$ cat src/rtl/mem_arbiter_pkg.sv
// Shared definitions for the memory-port arbiter: line geometry defaults and
// the arbiter state encoding.
package mem_arbiter_pkg;

    localparam int unsigned MEM_ADDR_BITS_DEF = 28;
    localparam int unsigned MEM_DATA_BITS_DEF = 128;
    localparam int unsigned BEATS_PER_LINE    = 4;

    typedef enum logic [1:0] {
        ARB_IDLE  = 2'd0,
        ARB_IC_RD = 2'd1,
        ARB_DC_RD = 2'd2,
        ARB_DC_WR = 2'd3
    } arb_state_e;

endpackage

$ cat src/rtl/mem_arbiter_rr_arbiter2.sv
// Two-requester round-robin grant. rr_last remembers the index granted most
// recently; on contention the other requester wins.
module rr_arbiter2 (
    input  logic       clk,
    input  logic       reset,
    input  logic [1:0] req,
    input  logic       take,
    output logic       gnt_valid,
    output logic       gnt_idx
);

    logic rr_last_q;
    logic rr_last_d;

    always_comb begin
        gnt_valid = |req;
        gnt_idx   = (req == 2'b11) ? ~rr_last_q : req[1];
        rr_last_d = rr_last_q;
        if (take && gnt_valid) begin
            rr_last_d = gnt_idx;
        end
    end

    // NOTE: reset is sampled on the clock edge here, so it sits inside the
    // clocked branch rather than in the sensitivity list.
    always_ff @(posedge clk) begin
        if (reset) begin
            rr_last_q <= 1'b0;
        end else begin
            rr_last_q <= rr_last_d;
        end
    end

endmodule

$ cat src/rtl/mem_arbiter.sv
// Shares one main-memory port between icache (read only) and dcache, holding
// ownership for a whole line and re-arbitrating round-robin between lines.
module mem_arbiter
    import mem_arbiter_pkg::*;
#(
    parameter int MEM_ADDR_BITS = MEM_ADDR_BITS_DEF,
    parameter int MEM_DATA_BITS = MEM_DATA_BITS_DEF,
    parameter int BEATS         = BEATS_PER_LINE
) (
    input  logic                       clk,
    input  logic                       reset,
    input  logic                       ic_mem_req_valid,
    output logic                       ic_mem_req_ready,
    input  logic [MEM_ADDR_BITS-1:0]   ic_mem_req_addr,
    output logic                       ic_mem_resp_valid,
    output logic [MEM_DATA_BITS-1:0]   ic_mem_resp_data,
    input  logic                       dc_mem_req_valid,
    output logic                       dc_mem_req_ready,
    input  logic [MEM_ADDR_BITS-1:0]   dc_mem_req_addr,
    input  logic                       dc_mem_req_rw,
    input  logic                       dc_mem_req_data_valid,
    output logic                       dc_mem_req_data_ready,
    input  logic [MEM_DATA_BITS-1:0]   dc_mem_req_data_bits,
    input  logic [MEM_DATA_BITS/8-1:0] dc_mem_req_data_mask,
    output logic                       dc_mem_resp_valid,
    output logic [MEM_DATA_BITS-1:0]   dc_mem_resp_data,
    output logic                       mem_req_valid,
    input  logic                       mem_req_ready,
    output logic [MEM_ADDR_BITS-1:0]   mem_req_addr,
    output logic                       mem_req_rw,
    output logic                       mem_req_data_valid,
    input  logic                       mem_req_data_ready,
    output logic [MEM_DATA_BITS-1:0]   mem_req_data_bits,
    output logic [MEM_DATA_BITS/8-1:0] mem_req_data_mask,
    input  logic                       mem_resp_valid,
    input  logic [MEM_DATA_BITS-1:0]   mem_resp_data
);

    localparam int CNT_BITS = $clog2(BEATS);
    localparam logic [CNT_BITS-1:0] LAST_BEAT = CNT_BITS'(BEATS - 1);

    arb_state_e          state_q, state_d;
    logic [CNT_BITS-1:0] beat_cnt_q, beat_cnt_d;
    logic                req_done_q, req_done_d;
    logic                data_done_q, data_done_d;

    logic arb_take, gnt_valid, gnt_dc;
    logic owner_dc, last_beat, req_fire, data_fire;

    rr_arbiter2 u_rr (
        .clk       (clk),
        .reset     (reset),
        .req       ({dc_mem_req_valid, ic_mem_req_valid}),
        .take      (arb_take),
        .gnt_valid (gnt_valid),
        .gnt_idx   (gnt_dc)
    );

    // NOTE: every signal written below gets a default first, so no path can
    // leave one unassigned and infer a latch.
    always_comb begin
        state_d     = state_q;
        beat_cnt_d  = beat_cnt_q;
        req_done_d  = req_done_q;
        data_done_d = data_done_q;
        arb_take    = 1'b0;
        req_fire    = 1'b0;
        data_fire   = 1'b0;
        owner_dc    = (state_q == ARB_DC_RD) || (state_q == ARB_DC_WR);
        last_beat   = (beat_cnt_q == LAST_BEAT);

        ic_mem_req_ready      = 1'b0;
        ic_mem_resp_valid     = 1'b0;
        ic_mem_resp_data      = '0;
        dc_mem_req_ready      = 1'b0;
        dc_mem_req_data_ready = 1'b0;
        dc_mem_resp_valid     = 1'b0;
        dc_mem_resp_data      = '0;
        mem_req_valid         = 1'b0;
        mem_req_addr          = '0;
        mem_req_rw            = 1'b0;
        mem_req_data_valid    = 1'b0;
        mem_req_data_bits     = '0;
        mem_req_data_mask     = '0;

        if (state_q == ARB_IDLE) begin
            arb_take    = 1'b1;
            beat_cnt_d  = '0;
            req_done_d  = 1'b0;
            data_done_d = 1'b0;
            if (gnt_valid) begin
                if (!gnt_dc)           state_d = ARB_IC_RD;
                else if (dc_mem_req_rw) state_d = ARB_DC_WR;
                else                   state_d = ARB_DC_RD;
            end
        end else begin
            // One request per line: req_done masks any repeat from the owner.
            mem_req_valid    = (owner_dc ? dc_mem_req_valid : ic_mem_req_valid) & ~req_done_q;
            mem_req_addr     = owner_dc ? dc_mem_req_addr : ic_mem_req_addr;
            mem_req_rw       = owner_dc & dc_mem_req_rw;
            ic_mem_req_ready = ~owner_dc & mem_req_ready & ~req_done_q;
            dc_mem_req_ready = owner_dc & mem_req_ready & ~req_done_q;
            req_fire         = mem_req_valid & mem_req_ready;
            if (req_fire) begin
                req_done_d = 1'b1;
            end

            if (state_q == ARB_DC_WR) begin
                // Write data may run ahead of the request; data_done stops a fifth beat.
                mem_req_data_valid    = dc_mem_req_data_valid & ~data_done_q;
                mem_req_data_bits     = dc_mem_req_data_bits;
                mem_req_data_mask     = dc_mem_req_data_mask;
                dc_mem_req_data_ready = mem_req_data_ready & ~data_done_q;
                data_fire             = mem_req_data_valid & mem_req_data_ready;
                if (data_fire) begin
                    beat_cnt_d = beat_cnt_q + 1'b1;
                    if (last_beat) data_done_d = 1'b1;
                end
                if ((req_done_q || req_fire) && (data_done_q || (data_fire && last_beat))) begin
                    state_d = ARB_IDLE;
                end
            end else begin
                ic_mem_resp_valid = ~owner_dc & mem_resp_valid;
                ic_mem_resp_data  = owner_dc ? '0 : mem_resp_data;
                dc_mem_resp_valid = owner_dc & mem_resp_valid;
                dc_mem_resp_data  = owner_dc ? mem_resp_data : '0;
                if (mem_resp_valid) begin
                    beat_cnt_d = beat_cnt_q + 1'b1;
                    if (last_beat && (req_done_q || req_fire)) state_d = ARB_IDLE;
                end
            end
        end
    end

    always_ff @(posedge clk) begin
        if (reset) begin
            state_q     <= ARB_IDLE;
            beat_cnt_q  <= '0;
            req_done_q  <= 1'b0;
            data_done_q <= 1'b0;
        end else begin
            state_q     <= state_d;
            beat_cnt_q  <= beat_cnt_d;
            req_done_q  <= req_done_d;
            data_done_q <= data_done_d;
        end
    end

endmodule

$ cat config.mk
export PLATFORM = sky130hd
export DESIGN_NAME = mem_arbiter
export DESIGN_NICKNAME = d
export VERILOG_FILES = /design/src/rtl/mem_arbiter_pkg.sv /design/src/rtl/mem_arbiter_rr_arbiter2.sv /design/src/rtl/mem_arbiter.sv
export SDC_FILE = /design/constraint.sdc
export NUM_CORES = 1
export LEC_CHECK = 0
export ABC_AREA = 1
export BUFFER_PORTS_ARGS = -buffer_cell sky130_fd_sc_hd__buf_2
export CORE_AREA = 2 2 298 300
export CTS_CLUSTER_DIAMETER = 80
export CTS_CLUSTER_SIZE = 12
export DETAILED_ROUTE_END_ITERATION = 10
export DIE_AREA = 0 0 300 302
export SYNTH_ARGS = -nofsm -noshare
export SYNTH_HDL_FRONTEND = slang
export SYNTH_HIERARCHICAL = 1
export SYNTH_SLANG_ARGS = --single-unit
$ cat constraint.sdc
create_clock -name clk -period 4.7 [get_ports clk]
set_clock_uncertainty 0.05 [all_clocks]
set_input_delay 0.47 -clock clk [delete_from_list [all_inputs] [get_ports clk]]
set_output_delay 0.47 -clock clk [all_outputs]
set_load 0.005 [all_outputs]
; Yosys cells after proc, flatten, opt, wreduce, memory -nomap -nowiden
; Index checks and enable logic that the tools add are counted.
; Widths: inputs -> output; s select.
[word_totals]
ff_bits = 7
out_inout_bits = 436
wordCells = 83
[op_classes]
eq_ne = 7
bitwise_logic = 16
reduce_logical = 16
add_sub_neg = 1
muxes = 38
[ops]
columns = cell, n
row1 = $mux 128, 8
row2 = $mux 28, 2
row3 = $mux 16, 2
row4 = $mux 2, 10
row5 = $mux 1, 16
row6 = $and 1x1->1, 12
row7 = $eq 2x2->1 const B, 4
row8 = $reduce_bool 3->1, 2
row9 = $logic_and 1x1->1, 4
row10 = $not 1->1, 4
row11 = $reduce_and 4->1, 1
row12 = $reduce_or 2->1, 2
row13 = $logic_or 1x1->1, 3
row14 = $ne 3x2->1 const B, 1
row15 = $reduce_and 3->1, 1
row16 = $add 2x1->2 const B, 1
row17 = $logic_not 2->1, 1
row18 = $ne 2x1->1 const B, 1
row19 = $ne 2x2->1 const B, 1
row20 = $reduce_and 2->1, 1
row21 = $reduce_bool 2->1, 1

; Logic depth before layout (Yosys ltp)
; Gate-level depths: netlist of the first run.
[logic_depth]
word_depth = 11
depth_mapped = 13

; Cells and area by module
; The synthesis of the first run kept the hierarchy.
[modules_own_cells]
columns = module, seq_area_each_um2, area_each_um2, n_inst, cells_each
row1 = mem_arbiter, 120.1, 3679.8, 1, 906
row2 = rr_arbiter2, 20.0, 60.1, 1, 8

; Worst setup path before layout of the first run
; No wires, ideal clock.
[synth_path]
path_kind = reg-to-output
startpoint = reg state_q[0]
endpoint = out dc_mem_resp_data[100]
n_path_buf = 3
arrival_ps = 1426
path_slack_ps = 2754
path_stages_with_launch = 9
path_cell_list = dfxtp_1 inv_1 ha_1 buf_2 nor2_1 nand2_1 clkbuf_1 buf_2 nor2_1
[synth_between]
elab_chain_len = 5
word_cells_on_any_way = 7
classes_between = 2 x eq/ne / 3 x mux / 2 x reduce/logical
[synth_lines]
columns = item, line_no
row1 = "start, declared", mem_arbiter.sv:42  ; arb_state_e state_q, state_d;
row2 = "start signal, assigned", mem_arbiter.sv:142  ; state_q <= state_d;
row3 = "$eq 2x2->1, on equally long branches", "mem_arbiter.sv:69, mem_arbiter.sv:108"
row4 = $logic_or 1x1->1, mem_arbiter.sv:69  ; owner_dc = (state_q == ARB_DC_RD) || (state_q == ARB_DC_WR);
row5 = $mux 128, mem_arbiter.sv:126  ; dc_mem_resp_data = owner_dc ? mem_resp_data : '0;
row6 = $mux 128, mem_arbiter.sv:108  ; if (state_q == ARB_DC_WR) begin
row7 = $mux 128 (*), mem_arbiter.sv:86  ; if (state_q == ARB_IDLE) begin
row8 = "end, declared", mem_arbiter.sv:26  ; output logic [MEM_DATA_BITS-1:0] dc_mem_resp_data,
; Every way passes the cells marked *; elsewhere a longest branch is shown, timed or not.

; Worst setup path in the final report of the first run
[layout_path]
startpoint = reg state_q[1]
endpoint = out dc_mem_resp_data[58]
; Same word-level chain as after synthesis.

==> impl_metrics.py, run 1 <==
metrics = {
    "clocking": {
        "insertion_delay_ps": 230,
        "cts_resized": 0,
        "cts_num_sinks": 7,
        "clkSlewWorstSetupHoldPaths_ps": 40,
        "cts_buffer_depth": 2,
        "root_buffer": "clkbuf_16",
        "hold_buffers": 0,
        "cts_buffers": 3,
        "cts_tree": "built",
        "cts_setup_buffers": 0,
        "htreeDepth": 1,
    },
    "global_routing": {
        "grt_pass1_wl_um": 83520,
        "antenna_found_initial": 128,
        "grt_max_degree": 79,
        "first_global_vias": 7494,
        "grt-ovfl-total": 0,
        "grtUsageTotal": 0.1440,
    },
    "final_layout": {
        "fin_cells": 2832,
        "synthToLayoutAreaGrowth_pct": 142.6,
        "finish.utilization": 0.1036,
        "regArea_um2": 140.1,
        "num-nets-final": 1976,
        "postLayoutCellArea_um2": 9074,
        "nFillCells": 10570,
        "multi_input_area_um2": 2773,
        "layout-drive-gt1-share": 0.4896,
    },
    "critical_path": {
        "end_kind": "output pin",
        "crit_path_max_incr_delay_ps": 460,
        "path_cells": "inv_1 -> ha_4 -> nor2_1 -> nand2_4 -> buf_4 -> nor2_1 -> buf_2",
        "path_class": "register to output pin",
        "cp_common_cell": "nor2_1",
        "crit_family": "simple AND/OR/NAND/NOR gates",
        "r2r_start": "state_q[0]",
        "worstPathRequired_ps": 4180,
        "cp-start-kind": "register",
        "rrSetupSlack_ps": 2300,
        "ff2ff_path_depth": 10,
        "cp_max_fo": 52,
        "cp.arrival_ps": 2630,
        "slowest_stage": "nand2_4",
        "rr_endpoint": "state_q[1]",
        "worst-path-buf-inv": 3,
    },
    "logic_synthesis": {
        "yosys.area.top_type": "nor2_1",
        "ys.flop_type": "dfxtp_1",
        "synth_top_area_frac": 0.4145,
        "synth_edf_count": 0,
        "ys_ff_latch": 7,
        "ys_types": 21,
        "syn_avg_cell_area_um2": 4.092,
        "netlist_area_um2": 3740,
        "ys_top_cells_by_count": "nor2_1, nand2_1, inv_1",
        "synth.yosys.seq_area_share": 0.03747,
        "synth_area_leaders": "nor2_1, nand2_1, inv_1",
        "synthesis.nets": 1255,
        "yosysMostFrequentCell": "nor2_1",
        "async_reset_ff_frac": 0,
        "yosys_warnings": 6,
        "synth_cells": 914,
    },
    "placement": {
        "placed_area_um2": 8912,
        "dp_cells": 2795,
        "port_buffers": 772,
        "place_hpwl_um": 64920,
        "place_congestion": 0.8813,
    },
    "sta": {
        "grt_setup_unrepaired": "false",
        "hold_viol": 0,
        "worst_pin_slew_ps": 851.8,
        "max-slew-margin-rel": 0.4321,
        "fin_crit_ps": 3152,
        "fin_crit_sh": 0.6705,
        "fmax_mhz": 317.3,
        "setup_viol": 0,
        "setup_tns_ps": 0,
        "drv_slew": 0,
    },
    "floorplanning": {
        "dieArea_um2": 90600,
        "num_io_pins": 773,
        "core-area_um2": 87560,
        "die_w_um": 300,
        "initial_core_util": 0.04271,
        "fp-row-count": 109,
        "die_h_um": 302,
    },
    "route": {
        "drc_errors": 0,
        "dr.first_iter.drc_count": 752,
        "wl_per_cell_um": 24.52,
        "vias": 8886,
        "drtAntennaViolNets": 0,
        "dr.pass1.iters": 5,
        "vias_per_cell": 3.138,
        "finalWirelength_um": 69440,
    },
    "run": {
        "cap_viol_max_count": 0,
    },
    "hold_path": {
        "hp-class": "input pin to register",
        "min_to": "u_rr/rr_last_q",
        "holdPathStages": 2,
        "hp-start": "reset",
    },
    "power_and_ir_drop": {
        "p_per_area_nw_per_um2": 284.2,
        "leakage_nw": 5.782,
        "irDropWorstVdd_uv": 159.9,
        "power_mw": 2.579,
    },
    "run_status": {
        "status": "finished, final reports clean",
    },
}
## worst reg2reg max path, delay by kind of cell (launching register included)
| kind | cells | cell delay, ps |
|---|---|---|
| AO/OA/AOI/OAI | 1 | 80 |
| adder cells (fa/ha/maj) | 1 | 480 |
| buffers and inverters | 4 | 1010 |
| flip-flops | 1 | 330 |
| AND/OR/NAND/NOR | 4 | 370 |
## area by class of cell
type / instances / share of cell area
clock buffer: 4 / 0.008687
multi-input combinational: 692 / 0.3056
antenna: 33 / 0.009101
inverter: 144 / 0.05957
timing repair buffer: 787 / 0.4410
tap: 1165 / 0.1606
sequential: 7 / 0.01544
## registers in the layout (all words and copies together) (netlist names)
name / count
beat_cnt_q: 2
state_q: 2
data_done_q: 1
req_done_q: 1
u_rr/rr_last_q: 1
## layer usage
| layer | GRT usage | share of wire | up-vias |
|---|---|---|---|
| li1 | - | - | 4077 |
| met2 | 0.2648 | 0.49 | 637 |
| met1 | 0.1394 | 0.33 | 3848 |
| met3 | 0.08583 | 0.13 | 214 |
| met4 | 0.02476 | 0.030 | 110 |
| met5 | 0 | 0.010 | - |
## per-stage QoR
stage	setup slack, ps	hold WS, ps
6_report	1548	404.8
4_1_cts	1513	392.8
2_1_floorplan	2754	376.8
3_5_place_dp	1757	396.5
5_1_grt	1366	395.0
3_3_place_gp	1810	386.1
## worst max-delay path by stage
stage               cells after the start        from  slack (ps)               endpoint
floorplan                               8  state_q[0]        2750  dc_mem_resp_data[100]
global placement                        7  state_q[0]        1810   dc_mem_resp_data[14]
detailed placement                      7  state_q[0]        1760   dc_mem_resp_data[77]
CTS                                     7  state_q[0]        1510   dc_mem_resp_data[77]
global route                            7  state_q[0]        1370   dc_mem_resp_data[83]
finish                                  7  state_q[1]        1550   dc_mem_resp_data[58]
## cell usage in the layout, fill, tap and decap left out
| cell type | n |
|---|---|
| or2_1 | 1 |
| nor3_1 | 1 |
| a21oi_2 | 1 |
| buf_4 | 13 |
| nand4_1 | 2 |
| nand3_2 | 1 |
| nor2_1 | 413 |
| ha_4 | 2 |
| diode_2 | 33 |
| buf_12 | 2 |
| nor2_8 | 1 |
| o21ai_1 | 2 |
| ha_1 | 2 |
| buf_2 | 772 |
| clkbuf_1 | 1 |
| nand3_1 | 4 |
| dfxtp_1 | 7 |
| a21boi_0 | 1 |
| inv_1 | 144 |
| nand2_2 | 3 |
| o21ai_0 | 4 |
| a21oi_1 | 32 |
| nand2_4 | 2 |
| nand2_1 | 220 |
| clkbuf_16 | 3 |
## logic make-up after synthesis
group	after synthesis	share of synthesized area
simple gates	648	0.6621
buf+inv	215	0.2318
compound gates	40	0.05520
flops	7	0.03747
fa+ha+maj	4	0.01338
## power breakdown
part           switching, mW  internal [mW]  leakage [nW]
logic                   1.55          0.792          5.69
clock network         0.0339          0.113        0.0384
registers             0.0111         0.0745        0.0573
total                   1.60          0.979          5.78
(Power assumes the default switching activity.)
==> inputs of run 2 (changes only) <==
--- a/config.mk
+++ b/config.mk
@@ -7,11 +7,11 @@
 export LEC_CHECK = 0
 export ABC_AREA = 1
 export BUFFER_PORTS_ARGS = -buffer_cell sky130_fd_sc_hd__buf_2
-export CORE_AREA = 2 2 298 300
+export CORE_AREA = 2 2 300 302
 export CTS_CLUSTER_DIAMETER = 80
 export CTS_CLUSTER_SIZE = 12
 export DETAILED_ROUTE_END_ITERATION = 10
-export DIE_AREA = 0 0 300 302
+export DIE_AREA = 0 0 302 304
 export SYNTH_ARGS = -nofsm -noshare
 export SYNTH_HDL_FRONTEND = slang
 export SYNTH_HIERARCHICAL = 1
==> constraint.sdc (replaced) <==
create_clock -name clk -period 2.9 [get_ports clk]
set_clock_uncertainty 0.05 [all_clocks]
set_input_delay 0.29 -clock clk [delete_from_list [all_inputs] [get_ports clk]]
set_output_delay 0.29 -clock clk [all_outputs]
set_load 0.005 [all_outputs]
==> run 2 against run 1 <==
Compared with the run above:
- clock-buffer cell count is the same
- critical path type unchanged
- global-route usage shrank 0.43 points
- flip-flop and latch count is the same
- highest routed layer unchanged
- via count shrank 2.0%
- sequential power grew 62%
- sequential share of layout area is essentially flat
- hold slack lost 150 ps
==> impl_metrics.py, run 2 (synthesis results as in run 1) <==
metrics = {
    "final_layout": {
        "num-nets-final": 1985,
        "largestRegisters": "beat_cnt_q (2), state_q (2)",
        "finish.utilization": 0.1040,
        "synthToLayoutAreaGrowth_pct": 147.6,
        "final_common_cell": "buf_2",
        "postLayoutCellArea_um2": 9260,
        "mostFrequentLayoutCells": "buf_2, nor2_1, nand2_1",
        "nFillCells": 10730,
        "layout-drive-gt1-share": 0.4924,
    },
    "floorplanning": {
        "num_io_pins": 773,
        "dieArea_um2": 91810,
        "fp-row-count": 110,
        "initial_core_util": 0.04200,
        "die_w_um": 302,
        "die_h_um": 304,
        "core-area_um2": 89050,
    },
    "sta": {
        "whs_ps": 251.7,
        "hold_viol": 0,
        "setup_ws_ps": 304.2,
        "setup_viol": 0,
        "fin_crit_sh": 0.8951,
        "grt_setup_unrepaired": "false",
        "drv_slew": 0,
        "fmax_mhz": 385.2,
        "max-slew-margin-rel": 0.4165,
        "setup_tns_ps": 0,
        "fin_crit_ps": 2596,
        "worst_pin_slew_ps": 875.2,
    },
    "clocking": {
        "cts_num_sinks": 7,
        "cts_buffers": 3,
        "cts_tree": "built",
        "clkSlewWorstSetupHoldPaths_ps": 40,
        "htreeDepth": 1,
        "cts_setup_buffers": 0,
        "insertion_delay_ps": 230,
        "cts_resized": 0,
        "root_buffer": "clkbuf_16",
        "hold_buffers": 0,
        "cts_buffer_depth": 2,
    },
    "critical_path": {
        "path_class": "register to output pin",
        "cp_max_fo": 9,
        "worstPathRequired_ps": 2560,
        "cp_common_cell": "nor2_1",
        "cp-start-kind": "register",
        "crit_path_max_incr_delay_ps": 370,
        "end_kind": "output pin",
        "path_cells": "inv_1 -> ha_4 -> nor2_1 -> nand2_4 -> buf_4 -> nor2_1 -> buf_2",
        "cp.arrival_ps": 2260,
        "slowest_stage": "dfxtp_1",
    },
    "route": {
        "route.top_layer_used": "met5",
        "drc_errors": 0,
        "dr.pass1.iters": 6,
        "wirelength_met1_um": 22490,
        "vias": 8706,
        "dr.first_iter.drc_count": 503,
        "wl_met3_um": 9752,
        "finalWirelength_um": 68290,
        "vias_per_cell": 3.045,
        "wl_per_cell_um": 23.88,
        "wl_met2_um": 34000,
        "drtAntennaViolNets": 0,
    },
    "global_routing": {
        "grt_pass1_wl_um": 81720,
        "grt-ovfl-total": 0,
        "grt_max_degree": 181,
        "first_global_vias": 7527,
        "antenna_found_initial": 138,
        "grtUsageTotal": 0.1397,
    },
    "placement": {
        "port_buffers": 772,
        "place_hpwl_um": 64010,
        "dpl_worst_slack_ps": 531.6,
        "place_congestion": 0.8340,
        "placed_area_um2": 9081,
    },
    "power_and_ir_drop": {
        "leakage_nw": 5.855,
        "irDropWorstVdd_uv": 656.6,
        "p_per_area_nw_per_um2": 461.9,
    },
    "run": {
        "cap_viol_max_count": 0,
    },
    "hold_path": {
        "hp-class": "input pin to register",
    },
    "run_status": {
        "status": "finished, final reports clean",
    },
}
## run 2: path summary, 6_finish.rpt
kind	startpoint	depth (start not counted)	slack, ps	to
max	state_q[0]	7	300	ic_mem_resp_valid
min	reset	2	250	u_rr/rr_last_q
max reg2reg	state_q[0]	10	890	state_q[0]
min reg2reg	beat_cnt_q[1]	2	410	beat_cnt_q[1]
## run 2: cell type report
type	instances	area (um2)	share of cell area
timing repair buffer	796	4156	0.4489
inverter	144	540.5	0.05837
tap	1176	1471	0.1589
sequential	7	140.1	0.01513
antenna	40	100.1	0.01081
clock buffer	4	78.83	0.008512
multi-input combinational	692	2773	0.2994
## run 2: power breakdown
group	internal [mW]	leakage, nW	switching, mW
Clock	0.183	0.0384	0.0554
Sequential	0.121	0.0573	0.0178
Combinational	1.43	5.76	2.47
Total	1.73	5.86	2.54
## run 2: per-layer routing
| metal | GRT usage | vias to the layer above |
|---|---|---|
| met5 | 0 | - |
| met4 | 0.01784 | 106 |
| met3 | 0.09088 | 180 |
| met2 | 0.2592 | 595 |
| met1 | 0.1295 | 3721 |
| li1 | - | 4104 |
## run 2: critical path, delay by kind of cell (launching register included)
family | cells | cell delay [ps]
AND/OR/NAND/NOR | 3 | 860
buffers and inverters | 3 | 600
flip-flops | 1 | 370
adder cells (fa/ha/maj) | 1 | 190
## run 2: per-stage QoR
| stage | power, mW | instances |
|---|---|---|
| after CTS | 4.384 | 2819 |
| after global placement | 4.081 | 2815 |
| after floorplan | 1.944 | 914 |
| after detailed placement | 4.131 | 2815 |
| final | 4.278 | 2859 |
| after global routing | 4.720 | 2837 |
